[config.mk]
export PLATFORM = sky130hd
export DESIGN_NAME = aes_core
export DESIGN_NICKNAME = d
export VERILOG_FILES = /design/src/rtl/aes_pkg.sv /design/src/rtl/inv_mix_column_word.sv /design/src/rtl/aes_core.sv
export SDC_FILE = /design/constraint.sdc
export NUM_CORES = 1
export LEC_CHECK = 0
export CAP_MARGIN = 20
export CELL_PAD_IN_SITES_DETAIL_PLACEMENT = 1
export CELL_PAD_IN_SITES_GLOBAL_PLACEMENT = 2
export CORE_ASPECT_RATIO = 0.8
export CORE_MARGIN = 2
export CORE_UTILIZATION = 44
export DETAILED_ROUTE_END_ITERATION = 10
export DONT_BUFFER_PORTS = 1
export PLACE_DENSITY = 0.95
export SLEW_MARGIN = 20
export SYNTH_ARGS = -nofsm -noshare
export SYNTH_HDL_FRONTEND = slang
export SYNTH_HIERARCHICAL = 1
export SYNTH_SLANG_ARGS = --single-unit
[constraint.sdc]
create_clock -name vclk -period 6.55
set_input_delay 1.31 -clock vclk [all_inputs]
set_output_delay 1.31 -clock vclk [all_outputs]
set_load 0.1 [all_outputs]
[src/rtl/aes_pkg.sv]
// Shared AES types and GF(2^8) helpers used by the decryption datapath.
package aes_pkg;

  typedef logic [7:0]   aes_byte_t;
  typedef logic [31:0]  aes_word_t;
  typedef logic [127:0] aes_block_t;

  // Low byte of the field polynomial x^8+x^4+x^3+x+1.
  localparam aes_byte_t AES_RED = 8'h1B;

  function automatic aes_byte_t xtime(input aes_byte_t x);
    return {x[6:0], 1'b0} ^ (x[7] ? AES_RED : 8'h00);
  endfunction

  function automatic aes_byte_t gmul09(input aes_byte_t x);
    aes_byte_t x8;
    x8 = xtime(xtime(xtime(x)));
    return x8 ^ x;
  endfunction

  function automatic aes_byte_t gmul0b(input aes_byte_t x);
    aes_byte_t x2;
    aes_byte_t x8;
    x2 = xtime(x);
    x8 = xtime(xtime(x2));
    return x8 ^ x2 ^ x;
  endfunction

  function automatic aes_byte_t gmul0d(input aes_byte_t x);
    aes_byte_t x4;
    aes_byte_t x8;
    x4 = xtime(xtime(x));
    x8 = xtime(x4);
    return x8 ^ x4 ^ x;
  endfunction

  function automatic aes_byte_t gmul0e(input aes_byte_t x);
    aes_byte_t x2;
    aes_byte_t x4;
    aes_byte_t x8;
    x2 = xtime(x);
    x4 = xtime(x2);
    x8 = xtime(x4);
    return x8 ^ x4 ^ x2;
  endfunction

endpackage

[src/rtl/inv_mix_column_word.sv]
// InvMixColumns on one 32-bit column; a0 is the most significant byte.
module inv_mix_column_word
  import aes_pkg::*;
(
  input  logic [31:0] col,
  output logic [31:0] new_col
);

  aes_byte_t a0, a1, a2, a3;
  aes_byte_t b0, b1, b2, b3;

  assign {a0, a1, a2, a3} = col;

  assign b0 = gmul0e(a0) ^ gmul0b(a1) ^ gmul0d(a2) ^ gmul09(a3);
  assign b1 = gmul09(a0) ^ gmul0e(a1) ^ gmul0b(a2) ^ gmul0d(a3);
  assign b2 = gmul0d(a0) ^ gmul09(a1) ^ gmul0e(a2) ^ gmul0b(a3);
  assign b3 = gmul0b(a0) ^ gmul0d(a1) ^ gmul09(a2) ^ gmul0e(a3);

  assign new_col = {b0, b1, b2, b3};

endmodule

[src/rtl/aes_core.sv]
// Zero-latency InvMixColumns stage; clk, rst and round_key are kept for
// pipeline drop-in compatibility and do not reach the output.
module aes_core
  import aes_pkg::*;
(
  input  logic         clk,
  input  logic         rst,
  input  logic [127:0] round_key,
  input  logic [127:0] block,
  output logic [127:0] new_block
);

  // Sink for the reserved ports so they stay on the interface without logic.
  logic unused_inputs;
  assign unused_inputs = ^{clk, rst, round_key};

  for (genvar c = 0; c < 4; c++) begin : g_col
    inv_mix_column_word u_col (
      .col     (block[127-32*c -: 32]),
      .new_col (new_block[127-32*c -: 32])
    );
  end

endmodule

# ---- Word-level counts from Yosys, hierarchy flattened
# Cells that the tools add are included.
dict set report totals {
  input_bits 258
  word_cells 240
  out_inout_bits 128
  ff_bits 0
}
dict set report classes {
  mux 48
  bitwise_logic 192
}
# cell n
set ops {}
lappend ops {{bitwise XOR 8 bit} 183}
lappend ops {{2-to-1 mux 5 bit} 48}
lappend ops {{bitwise XOR 8 x 5 -> 8 bit} 9}

# ---- Longest topological paths before layout
dict set report depth {
  word_depth 11
  mapped_depth 5
  depth_no_buf 4
}

# ---- Modules after synthesis
# The synthesis kept the hierarchy.
# mod instances seq_area_each_um2 cells_per_inst area_per_inst_um2
set by_module_without_submodules {}
lappend by_module_without_submodules {inv_mix_column_word 4 0.0 213 2249.7}

# ---- Least setup slack after synthesis
# No wires, ideal clock.
dict set report synth_timing {
  path_type {input to output}
  from {input port block[127]}
  to {output port new_block[118]}
  n_path_buf 1
  path_stages 5
  setup_slack_ns 1.002
  t_arrival_ns 4.238
  path_cell_list {buf_6 xnor3_1 xor3_1 xnor3_1 xnor2_1}
}
dict set report synth_via {
  elab_chain_len 8
}
# item line_no
set synth_lines {}
lappend synth_lines {{start, declared} aes_core.sv:9} ;# input logic [127:0] block,
lappend synth_lines {{2-to-1 mux 5 bit} aes_pkg.sv:12} ;# return {x[6:0], 1'b0} ^ (x[7] ? AES_RED : 8'h00);
lappend synth_lines {{bitwise XOR 8 x 5 -> 8 bit} aes_pkg.sv:12}
lappend synth_lines {{bitwise XOR 8 bit (2 in a row)} aes_pkg.sv:12}
lappend synth_lines {{bitwise XOR 8 bit} aes_pkg.sv:18} ;# return x8 ^ x;
lappend synth_lines {{bitwise XOR 8 bit (3 in a row)} inv_mix_column_word.sv:15} ;# assign b1 = gmul09(a0) ^ gmul0e(a1) ^ gmul0b(a2) ^ gmul0d(a3);
lappend synth_lines {{end, declared} aes_core.sv:10} ;# output logic [127:0] new_block
# Every way passes these cells.

# ---- Worst setup path after layout
dict set report layout_timing {
  from {input port block[92]}
  to {output port new_block[79]}
}
dict set report layout_via {
  elab_chain_len 8
}
# item line_no
set layout_lines {}
lappend layout_lines {{bitwise XOR 8 x 5 -> 8 bit} aes_pkg.sv:12}
lappend layout_lines {{bitwise XOR 8 bit (2 in a row)} aes_pkg.sv:12}
lappend layout_lines {{bitwise XOR 8 bit (2 in a row)} aes_pkg.sv:34} ;# return x8 ^ x4 ^ x;
lappend layout_lines {{bitwise XOR 8 bit (3 in a row)} inv_mix_column_word.sv:16} ;# assign b2 = gmul0d(a0) ^ gmul09(a1) ^ gmul0e(a2) ^ gmul0b(a3);
# Every way passes these cells.

==> out/qor.yml <==
status: "finished, final reports clean"
period_share_pct: 75.91
regArea_um2: 0
critical_path.startpoint_type: "input port"
hold_viol: 0
viasPerCell: 5.066
cpLargestDelayFamily: "XOR/XNOR gates"
ant_nets: 0
port_buffers: 0
maxCapViolCount: 0
drive_gt1_share_pct: 24.94
gp_routability_congestion: 0.8901
wl_per_cell_um: 23.58
seq_cell_count: 0
nets: 1134
setup_slack_ns: 1.578
final_cell_mix: "xnor2_1, xor2_1, xnor3_1"
clock_buffers: 0
critPathKind: "in2out"
cts-resized-gates: 0
syn_area_per_cell_um2: 10.56
overflow: 0
crit_top_cell: "xnor2_1"
grt_pass1_wl_mm: 40.41
setup_tns_ns: 0
crit_chain: "xor2_1 > xnor2_1 > xnor2_1 > xor2_2"
cp_slowest_stage_delay_ns: 0.95
grt_max_degree: 8
postCtsSetupBuffers: 0
post-place-ws_ns: 1.567
ys_warn_count: 6
vias: 5765
rows: 46
start_util_pct: 45.19
drc: 0
tightest_slew_ns: 1.193
synth_nets: 1110
worstHoldStart: "block[1]"
routed_wl_mm: 26.83
syn_inst: 852
crit_buf_inv: 0
coreArea_um2: 19910
max_freq_mhz: 201.1
hold_depth: 1
slew_viol_final: 0
fin_crit_ns: 4.972
grt_pass1_vias: 6496
die_area_um2: 21620
die_y_um: 131.9
setup_viol: 0
worstPathMaxFanout: 4
max_slew_margin_pct: 20.43
drt-initial-drc-count: 231
cts_hold_buf: 0
worst_setup_path_end_kind: "output port"
fin_util_pct: 52.85
io_pins: 386
firstDrtPassIters: 4
final_common_cell: "xnor2_1"
dp_cells: 1138
syn_area_um2: 8999
antenna_found_initial: 0
hp-class: "in2out"
chipWidth_um: 163.9
area_delta_synth_final_pct: 16.95
dpl.hpwl_mm: 23.37
rsz0062_at_grt: "no"
crit_required_ns: 5.24
yosysSeqAreaShare_pct: 0
critPathArrivalTime_ns: 3.66
diodes: 0
ys_types: 10
hold-path-endpoint: "new_block[17]"
critical_path.slowest_cell: "xor2_2"
grt_usage_pct: 24.23
final_cells: 1138
[metal layers]
metal | vias up | global-route usage, % | wire, um
met5 | - | 0 | 0
met3 | 16 | 4.435 | 2180
met2 | 216 | 42.72 | 13120
met1 | 2885 | 32.26 | 11330
li1 | 2648 | - | -
met4 | 0 | 1.706 | 206
[worst max-delay path by stage]
stage,start,end,slack [ns],depth (start not counted)
3_5_place_dp,block[71],new_block[70],1.57,4
5_1_grt,block[92],new_block[79],1.51,4
2_1_floorplan,block[127],new_block[118],1.00,5
6_report,block[92],new_block[79],1.58,4
3_3_place_gp,block[57],new_block[49],1.62,4
4_1_cts,block[71],new_block[70],1.57,4
[cell families after synthesis]
kind of cell              count (synthesis)  synth area share (%)
buffers and inverters                    76                 4.283
xor gates and xnor gates                776                 95.72
[synthesized netlist by cell type]
library cell	n	area, um2
xor3_1	16	380.4
xnor3_1	108	2432
buf_4	4	30.03
buf_2	44	220.2
buf_6	4	45.04
clkbuf_1	24	90.09
xnor2_1	500	4379
xor2_1	140	1226
xnor2_2	4	65.06
xor2_2	8	130.1
[area by class of cell]
type / count / area, um2
well taps: 264 / 330.3
fillers: 2099 / 9390
repair buffers: 98 / 735.7
multi-input cells: 776 / 9458
[stage by stage]
step	instance area, um2	hold WS, ns
finish	10520	2.832
global route	10520	2.836
CTS	10500	2.891
detailed placement	10500	2.891
global placement	10490	2.888
floorplan	8999	3.075
Power is not shown: default switching activity piles up to over one toggle a cycle in this logic, so the estimate is an artifact.
